## src/rtl/adc_scan_master.sv

```systemverilog
// ---------------------------------------------------------------------------
// adc_scan_master
//   Bus-side initiator for a 4-channel A/D port. When triggered by a start
//   pulse or a vblank rising edge, it scans each enabled channel in turn:
//   it places the channel address on a, pulses wr_n to start a conversion,
//   waits out the conversion time, pulses rd_n, and captures the low byte of
//   data_in. Control logic can read the captured stick values without a CPU
//   bus cycle.
//
// Parameters
//   WR_CYCLES   wr_n low time per channel, in cycles (>=1)
//   CONV_CYCLES idle wait between wr_n release and rd_n assert (>=1)
//   RD_CYCLES   rd_n low time; data sampled on the last rd_n-low edge (>=2)
//   USE_VBLANK  1: a vblank rising edge triggers a scan; 0: start only
//
// Ports
//   clk6m    in   6 MHz system clock, rising edge
//   reset    in   synchronous, active-high
//   vblank   in   vertical blank level
//   start    in   one-cycle scan request
//   chan_en  in   [3:0] channel enable mask, latched at trigger
//   a        out  [1:0] channel address to A/D
//   wr_n     out  start-conversion strobe, active low
//   rd_n     out  read strobe, active low
//   data_in  in   [15:0] A/D read data, only [7:0] used
//   results  out  [31:0] {ch3,ch2,ch1,ch0} captured bytes
//   valid    out  [3:0] sticky per-channel captured flags
//   busy     out  scan in progress
//   done     out  one-cycle pulse at scan end
//   overrun  out  one-cycle pulse when a trigger arrives while busy
// ---------------------------------------------------------------------------
module adc_scan_master #(
  parameter int unsigned WR_CYCLES   = 2,
  parameter int unsigned CONV_CYCLES = 8,
  parameter int unsigned RD_CYCLES   = 2,
  parameter bit          USE_VBLANK  = 1'b1
) (
  input  logic        clk6m,
  input  logic        reset,
  input  logic        vblank,
  input  logic        start,
  input  logic [3:0]  chan_en,
  output logic [1:0]  a,
  output logic        wr_n,
  output logic        rd_n,
  input  logic [15:0] data_in,
  output logic [31:0] results,
  output logic [3:0]  valid,
  output logic        busy,
  output logic        done,
  output logic        overrun
);

  // Phase counter holds (phase length - 1) down to 0, so it only needs to
  // represent the largest phase length minus one.
  localparam int unsigned MAX_AB = (WR_CYCLES > CONV_CYCLES) ? WR_CYCLES : CONV_CYCLES;
  localparam int unsigned MAXC   = (MAX_AB > RD_CYCLES) ? MAX_AB : RD_CYCLES;
  localparam int unsigned CW     = (MAXC > 2) ? $clog2(MAXC) : 1;

  localparam logic [CW-1:0] WR_LOAD   = CW'(WR_CYCLES - 1);
  localparam logic [CW-1:0] CONV_LOAD = CW'(CONV_CYCLES - 1);
  localparam logic [CW-1:0] RD_LOAD   = CW'(RD_CYCLES - 1);

  typedef enum logic [2:0] {
    S_IDLE,
    S_SETUP,
    S_WR,
    S_CONV,
    S_RD
  } state_t;

  state_t        state_q, state_d;
  logic [CW-1:0] cnt_q, cnt_d;
  logic [3:0]    mask_q, mask_d;
  logic [1:0]    ch_q, ch_d;
  logic          vblank_q;

  logic [1:0]    a_q, a_d;
  logic          wr_n_q, wr_n_d;
  logic          rd_n_q, rd_n_d;
  logic [31:0]   results_q, results_d;
  logic [3:0]    valid_q, valid_d;
  logic          busy_q, busy_d;
  logic          done_q, done_d;
  logic          overrun_q, overrun_d;

  logic          trig;
  logic [3:0]    mask_left;
  logic          unused_data_hi;

  // Upper data bus byte is not part of the A/D result.
  assign unused_data_hi = ^data_in[15:8];

  assign trig = start | (USE_VBLANK & vblank & ~vblank_q);

  function automatic logic [1:0] lowest(input logic [3:0] m);
    if (m[0])      return 2'd0;
    else if (m[1]) return 2'd1;
    else if (m[2]) return 2'd2;
    else           return 2'd3;
  endfunction

  always_comb begin
    state_d   = state_q;
    cnt_d     = cnt_q;
    mask_d    = mask_q;
    ch_d      = ch_q;
    results_d = results_q;
    valid_d   = valid_q;
    done_d    = 1'b0;
    overrun_d = 1'b0;
    mask_left = mask_q & ~(4'b0001 << ch_q);

    case (state_q)
      S_IDLE: begin
        if (trig) begin
          if (chan_en == 4'b0000) begin
            done_d = 1'b1;
          end else begin
            mask_d  = chan_en;
            ch_d    = lowest(chan_en);
            state_d = S_SETUP;
          end
        end
      end
      S_SETUP: begin
        state_d = S_WR;
        cnt_d   = WR_LOAD;
      end
      S_WR: begin
        if (cnt_q == '0) begin
          state_d = S_CONV;
          cnt_d   = CONV_LOAD;
        end else begin
          cnt_d = cnt_q - 1'b1;
        end
      end
      S_CONV: begin
        if (cnt_q == '0) begin
          state_d = S_RD;
          cnt_d   = RD_LOAD;
        end else begin
          cnt_d = cnt_q - 1'b1;
        end
      end
      S_RD: begin
        if (cnt_q == '0) begin
          results_d[{ch_q, 3'b000} +: 8] = data_in[7:0];
          valid_d[ch_q]                  = 1'b1;
          mask_d                         = mask_left;
          if (mask_left != 4'b0000) begin
            ch_d    = lowest(mask_left);
            state_d = S_SETUP;
          end else begin
            state_d = S_IDLE;
            done_d  = 1'b1;
          end
        end else begin
          cnt_d = cnt_q - 1'b1;
        end
      end
      default: begin
        state_d = S_IDLE;
      end
    endcase

    if ((state_q != S_IDLE) && trig) begin
      overrun_d = 1'b1;
    end

    // Outputs are registered from the next state so strobes and address
    // change on the same edge as the state they belong to.
    wr_n_d = (state_d != S_WR);
    rd_n_d = (state_d != S_RD);
    a_d    = (state_d == S_IDLE) ? a_q : ch_d;
    busy_d = (state_d != S_IDLE);
  end

  always_ff @(posedge clk6m) begin
    if (reset) begin
      state_q   <= S_IDLE;
      cnt_q     <= '0;
      mask_q    <= '0;
      ch_q      <= '0;
      vblank_q  <= 1'b0;
      a_q       <= '0;
      wr_n_q    <= 1'b1;
      rd_n_q    <= 1'b1;
      results_q <= '0;
      valid_q   <= '0;
      busy_q    <= 1'b0;
      done_q    <= 1'b0;
      overrun_q <= 1'b0;
    end else begin
      state_q   <= state_d;
      cnt_q     <= cnt_d;
      mask_q    <= mask_d;
      ch_q      <= ch_d;
      vblank_q  <= vblank;
      a_q       <= a_d;
      wr_n_q    <= wr_n_d;
      rd_n_q    <= rd_n_d;
      results_q <= results_d;
      valid_q   <= valid_d;
      busy_q    <= busy_d;
      done_q    <= done_d;
      overrun_q <= overrun_d;
    end
  end

  assign a       = a_q;
  assign wr_n    = wr_n_q;
  assign rd_n    = rd_n_q;
  assign results = results_q;
  assign valid   = valid_q;
  assign busy    = busy_q;
  assign done    = done_q;
  assign overrun = overrun_q;

endmodule
```

## config.mk

```make
export PLATFORM = sky130hd
export DESIGN_NAME = adc_scan_master
export DESIGN_NICKNAME = d
export VERILOG_FILES = /design/src/rtl/adc_scan_master.sv
export SDC_FILE = /design/constraint.sdc
export NUM_CORES = 1
export LEC_CHECK = 0
export ABC_AREA = 1
export CAP_MARGIN = 10
export CORE_MARGIN = 10
export CORE_UTILIZATION = 44
export DETAILED_ROUTE_END_ITERATION = 8
export PLACE_DENSITY = 0.85
export RECOVER_POWER = 50
export SYNTH_ARGS = -nofsm -noshare
export SYNTH_HDL_FRONTEND = slang
export SYNTH_SLANG_ARGS = --single-unit
```

## constraint.sdc

```tcl
create_clock -name clk6m -period 1.69 [get_ports clk6m]
set_input_delay 0.2535 -clock clk6m [delete_from_list [all_inputs] [get_ports clk6m]]
set_output_delay 0.2535 -clock clk6m [all_outputs]
set_load 0.1 [all_outputs]
```

Word-level counts from Yosys, hierarchy flattened:

Index checks and enable logic that the tools add are counted.

* $add $sub $neg: 2
* magnitude comparators: 2
* equality and inequality tests: 10
* shift operators: 3
* muxes and demuxes: 35
* bitwise operators: 6
* reductions and logical operators: 14

Operators with widths (count)
* $bwmux 32: 1
* $shift 8x7->32 const A: 1
* $shiftx 8x7->32: 1
* $mux 3: 8
* $mux 2: 8
* $pmux 3 s5: 1
* $mux 4: 3
* $pmux 3 s4: 1
* $logic_not 3->1: 3
* $mux 1: 9
* $ne 2x2->1 const B: 4
* $pmux 4 s2: 1
* $reduce_bool 4->1: 2
* $neg 5->7: 1
* $eq 3x2->1 const B: 2
* $reduce_bool 3->1: 2
* $and 4x4->4: 1
* $logic_not 4->1: 1
* $not 4->4: 1
* $or 4x4->4: 1
* $pmux 2 s2: 1
* $reduce_and 2->1: 2
* $reduce_and 4->1: 1
* $shl 1x2->4 const A: 1
* 14 further kinds: 15

* bits in registers: 56
* input port bits: 24
* output and inout bits: 43

Logic depth before layout (Yosys ltp):

* word-level depth: 9
* gate-level depth with buffers: 13
* depth with buffers taken out: 13

Worst setup path before layout:

OpenSTA, ideal clock, no wires.

* path kind: register -> register
* start: register ch_q[0]
* end: register results_q[1] (netlist: results[1])
* setup time: 71 ps
* arrival time: 1626 ps
* data required time: 1619 ps
* slack: -7 ps
* stages on the path, launching flop included: 6
* buffers on the path: 0
* period minus slack after synthesis: 1697 ps
* path through: dfxtp_1 -> inv_1 -> ha_1 -> nor3_1 -> nand3_1 -> a21oi_1

* longest elaborated chain between the ends: 3
* elaborated cells between the ends (all ways): 4
* those cells by class: add/sub: 1; shift: 2; mux: 1

RTL lines
* start, declared: RTL line 75 `logic [1:0] ch_q, ch_d;`
* start signal, assigned: RTL line 198 `ch_q <= ch_d;`
* $neg 5->7 *: RTL line 148 `results_d[{ch_q, 3'b000} +: 8] = data_in[7:0];`
* $shiftx 8x7->32 or $shift 8x7->32 (tied branches): RTL line 148
* $bwmux 32 *: RTL line 148
* end signal, assigned: RTL line 203 `results_q <= results_d;`
* end, declared: RTL line 81 `logic [31:0] results_q, results_d;`

Mark *: on every way between the ends. The rest lies on a longest branch, timed or not.
A chain may end at the register's enable or synchronous reset.

Final worst setup path:

* start: register state_q[2]
* end: register mask_q[0]

* longest elaborated chain between the ends: 3
* elaborated cells between the ends (all ways): 8
* those cells by class: eq/ne: 4; mux: 1; reduce/logical: 3

RTL lines
* start, declared: RTL line 72 `state_t state_q, state_d;`
* start signal, assigned: RTL line 195 `state_q <= state_d;`
* $eq 3x3->1 or $logic_not 3->1 (tied branches): RTL line 114 `case (state_q)`
* $ne 2x2->1 (no source line) or $reduce_bool 2->1 (tied branches)
* $reduce_and 4->1 (no source line)
* end signal, assigned: RTL line 197 `mask_q <= mask_d;`
* end, declared: RTL line 74 `logic [3:0] mask_q, mask_d;`

Parallel ways exist; a longest one is shown, timed or not.

==> results.py <==
metrics = {
    "setup_path": {
        "cp_data_arrival_time_ps": 1870,
        "start_kind": "flop",
        "timing.critical_path.to_type": "flop",
        "r2r_cells": 6,
        "timing.critical_path.required_ps": 1920,
        "rr_endpoint": "mask_q[0]$_SDFFE_PP0P_",
        "register_to_register_setup_slack_ps": 60,
        "ff_to_ff_start": "state_q[2]$_SDFF_PP0_",
        "path_max_fanout": 8,
        "crit_type": "reg -> reg",
    },
    "sta": {
        "max_freq_mhz": 612,
        "maxSlewViolCount": 0,
        "finalHoldViolCount": 0,
        "timing.max_slew.rel_slack_pct": 61.7,
        "worst_slew_pin_slew_ps": 577,
        "period_needed_ps": 1630,
        "finalWorstSetupSlack_ps": 56.7,
        "report.final.setup_viol": 0,
        "share_of_the_clock_period_used_by_the_worst_path_after_layout_pct": 96.6,
        "worst_clock_skew_ps": 14.4,
    },
    "run": {
        "timing.max_cap.violations": 0,
    },
    "synth": {
        "synth_seq_area_share_pct": 43.9,
        "ys.warnings.count": 0,
        "synthTopCellsByArea": "sky130_fd_sc_hd__dfxtp_1, sky130_fd_sc_hd__nand2_1, sky130_fd_sc_hd__a21oi_1",
        "synth_largest_type_area_fraction_pct": 43.9,
        "yosysMostFrequentCell": "sky130_fd_sc_hd__nand2_1",
        "yosys.cell_types.count": 24,
        "postSynth.asyncResetShare_pct": 0,
        "syn_avg_cell_area_um2": 7.50,
        "syn_area_um2": 2560,
        "yosys.area.top_type": "sky130_fd_sc_hd__dfxtp_1",
        "syn-instance-count": 341,
        "mapped_nets": 375,
        "synthTopCellsByCount": "sky130_fd_sc_hd__nand2_1, sky130_fd_sc_hd__dfxtp_1, sky130_fd_sc_hd__a21oi_1",
        "synth_edf_count": 0,
        "dominantRegCellSynth": "sky130_fd_sc_hd__dfxtp_1",
        "postSynthRegisterBits": 56,
    },
    "worst_hold_path": {
        "hold_path_end": "results[21]$_SDFFE_PP0P_",
        "worstHoldPathType": "reg -> reg",
        "min_delay_path_depth": 2,
        "timing.hold.worst.start": "results[21]$_SDFFE_PP0P_",
    },
    "cells_and_area": {
        "final_layout_size_suffix_gt1_share_pct": 24.1,
        "n_antenna_cell": 0,
        "layout-area-overhead-vs-synth_pct": 27.3,
        "post-route-cell-area_um2": 3250,
        "finish.net_count": 444,
    },
    "clock_network": {
        "cts_inserted_buffers": 5,
        "cts-root-buf": "sky130_fd_sc_hd__clkbuf_8",
        "cts.path.max_buffers": 2,
        "clock_pin_slew_worst_setup_and_hold_paths_ps": 100,
        "numClockSinks": 56,
        "cts_hold_buffers": 0,
        "cts_tree": "built",
        "htree_levels": 2,
        "worst_skew_pair.late_latency_ps": 330,
    },
    "routing": {
        "route.antenna.remaining_nets": 0,
        "post_drt_via_cell_ratio": 5.41,
        "wl_final_um": 7980,
        "num_vias": 2614,
        "drc_errors": 0,
        "drt_iter0_markers": 195,
        "firstDrtPassIters": 5,
        "post_drt_wl_per_cell_um": 16.5,
    },
    "global_routing": {
        "initial_antenna_violation_count": 0,
        "globalRouteTotalUtil_pct": 15.7,
        "grt_max_degree": 31,
        "grt_first_pass_wirelength_um": 11600,
        "via_count_of_the_first_global_routing_pass": 2461,
        "overflow": 0,
    },
    "place": {
        "gpl_wtd_cong": 0.895,
        "place_hpwl_um": 5560,
        "preCtsSetupSlack_ps": -40.7,
        "placed_area_um2": 3680,
        "io_port_bufs": 58,
    },
    "floorplan": {
        "floorplan.initialDensity_pct": 45.9,
        "fp-row-count": 27,
        "io-pin-count": 67,
        "die_h_um": 96.2,
        "dieWidth_um": 96.2,
        "floorplan.core_area_um2": 5570,
        "fp.dieArea_um2": 9260,
    },
    "power_and_ir_drop": {
        "power.static_leakage_nw": 1.40,
        "power.ir.vdd_worst_uv": 1140,
        "pwr_density_cell_nw_per_um2": 1710,
    },
    "outcome": {
        "status": "finished, final reports clean",
    },
}
==> worst max-delay path by stage <==
stage | slack [ps] | endpoint | from
after floorplan | 2 | results[16]$_SDFFE_PP0P_ | ch_q[0]$_SDFF_PP0_
after global placement | 40 | a[0]$_SDFFE_PP0P_ | chan_en[1]
after detailed placement | -40 | a[0]$_SDFFE_PP0P_ | ch_q[1]$_SDFF_PP0_
after CTS | 5 | a[1]$_SDFFE_PP0P_ | ch_q[1]$_SDFF_PP0_
after global routing | -30 | a[1]$_SDFFE_PP0P_ | state_q[0]$_SDFF_PP0_
final | 60 | mask_q[0]$_SDFFE_PP0P_ | state_q[2]$_SDFF_PP0_
==> routing by layer <==
metal	track usage, %	vias up	part of all wire (%)
met3	4.05	25	5.8
met2	26.0	104	49
met4	7.49	0	3.8
met1	18.5	1224	41
li1	-	1261	-
met5	0	-	0
==> registers in the layout (all words and copies together), names as in the netlist <==
register / count
a: 2
rd_n: 1
cnt_q: 3
ch_q: 2
overrun: 1
mask_q: 4
results: 32
busy: 1
done: 1
state_q: 3
vblank_q: 1
wr_n: 1
valid: 4
==> layout by cell type (no fill, tap or decap), types with 2 or more instances in the layout <==
cell type | synthesis | layout
sky130_fd_sc_hd__ha_1 | 10 | 6
sky130_fd_sc_hd__inv_2 | 1 | 4
sky130_fd_sc_hd__dfxtp_1 | 56 | 54
sky130_fd_sc_hd__clkbuf_8 | 0 | 5
sky130_fd_sc_hd__o21a_1 | 4 | 4
sky130_fd_sc_hd__ha_2 | 0 | 2
sky130_fd_sc_hd__clkbuf_1 | 7 | 2
sky130_fd_sc_hd__nor2_1 | 29 | 25
sky130_fd_sc_hd__dfxtp_2 | 0 | 2
sky130_fd_sc_hd__buf_4 | 1 | 11
sky130_fd_sc_hd__nand3_1 | 24 | 23
sky130_fd_sc_hd__nor2_2 | 0 | 3
sky130_fd_sc_hd__or3_1 | 16 | 16
sky130_fd_sc_hd__o21ai_0 | 11 | 11
sky130_fd_sc_hd__nor2_4 | 1 | 2
sky130_fd_sc_hd__clkdlybuf4s50_1 | 0 | 14
sky130_fd_sc_hd__clkbuf_2 | 0 | 43
sky130_fd_sc_hd__inv_1 | 29 | 23
sky130_fd_sc_hd__a31oi_1 | 4 | 4
sky130_fd_sc_hd__nand4_1 | 9 | 9
sky130_fd_sc_hd__a21oi_2 | 0 | 2
sky130_fd_sc_hd__ha_4 | 0 | 2
sky130_fd_sc_hd__inv_4 | 0 | 3
sky130_fd_sc_hd__nand2_4 | 4 | 5
sky130_fd_sc_hd__nand2_1 | 85 | 79
sky130_fd_sc_hd__nand2_2 | 2 | 7
sky130_fd_sc_hd__buf_6 | 2 | 2
sky130_fd_sc_hd__a21oi_1 | 41 | 39
==> cells by family (layout without fill, tap and decap cells) <==
logic type                 Yosys count  after routing  synth area share, %
DFF                                 56             56                 43.9
and+or+nand+nor                    174            174                 32.0
xor gates and xnor gates             1              1                0.343
buffers and inverters               40            110                 6.61
AOI/OAI and AO/OA                   60             60                 12.3
adders and majority gates           10             10                 4.89
==> through the flow <==
stage	std cells	setup TNS, ps	util [%]	hold WS, ps	total power, mW
after detailed placement	471	-79.6	66.0	476	4.68
after global routing	483	-101	58.4	495	5.88
after floorplan	341	0	-	360	3.73
after global placement	471	0	66.0	455	4.58
after CTS	479	0	67.6	482	5.42
final	483	0	58.4	469	5.56
==> critical path, cell delays in order (launching register included) <==
cell and delay (ps):
sky130_fd_sc_hd__dfxtp_1 540, sky130_fd_sc_hd__nand2_4 170, sky130_fd_sc_hd__nor2_8 200, sky130_fd_sc_hd__inv_1 140
sky130_fd_sc_hd__nand2_2 170, sky130_fd_sc_hd__o21ai_0 100, sky130_fd_sc_hd__a31oi_1 200
==> repair_timing <==
item	4_1_cts	5_1_grt
pin swaps	0	8
setup buffers	0	4
cloned	0	0
endpoints found under the setup margin	4	32
resized for setup	3	31
==> final cells by class <==
cell class,count,area (um^2)
multi-input cells,245,1360
clock buffers,6,72.6
inverters,30,120
repair buffers,72,474
well taps,72,90.1
clock inverters,2,16.3
fillers,474,2320
flip-flops and latches,56,1120
==> power breakdown <==
| part | leakage [nW] | switching, mW | internal [mW] | total, mW |
|---|---|---|---|---|
| Sequential | 0.456 | 0.177 | 1.53 | 1.71 |
| Combinational | 0.907 | 2.24 | 0.854 | 3.09 |
| Clock | 0.0414 | 0.455 | 0.296 | 0.752 |
| Total | 1.40 | 2.87 | 2.69 | 5.56 |
Note: power is estimated with default switching activity, not from simulation.
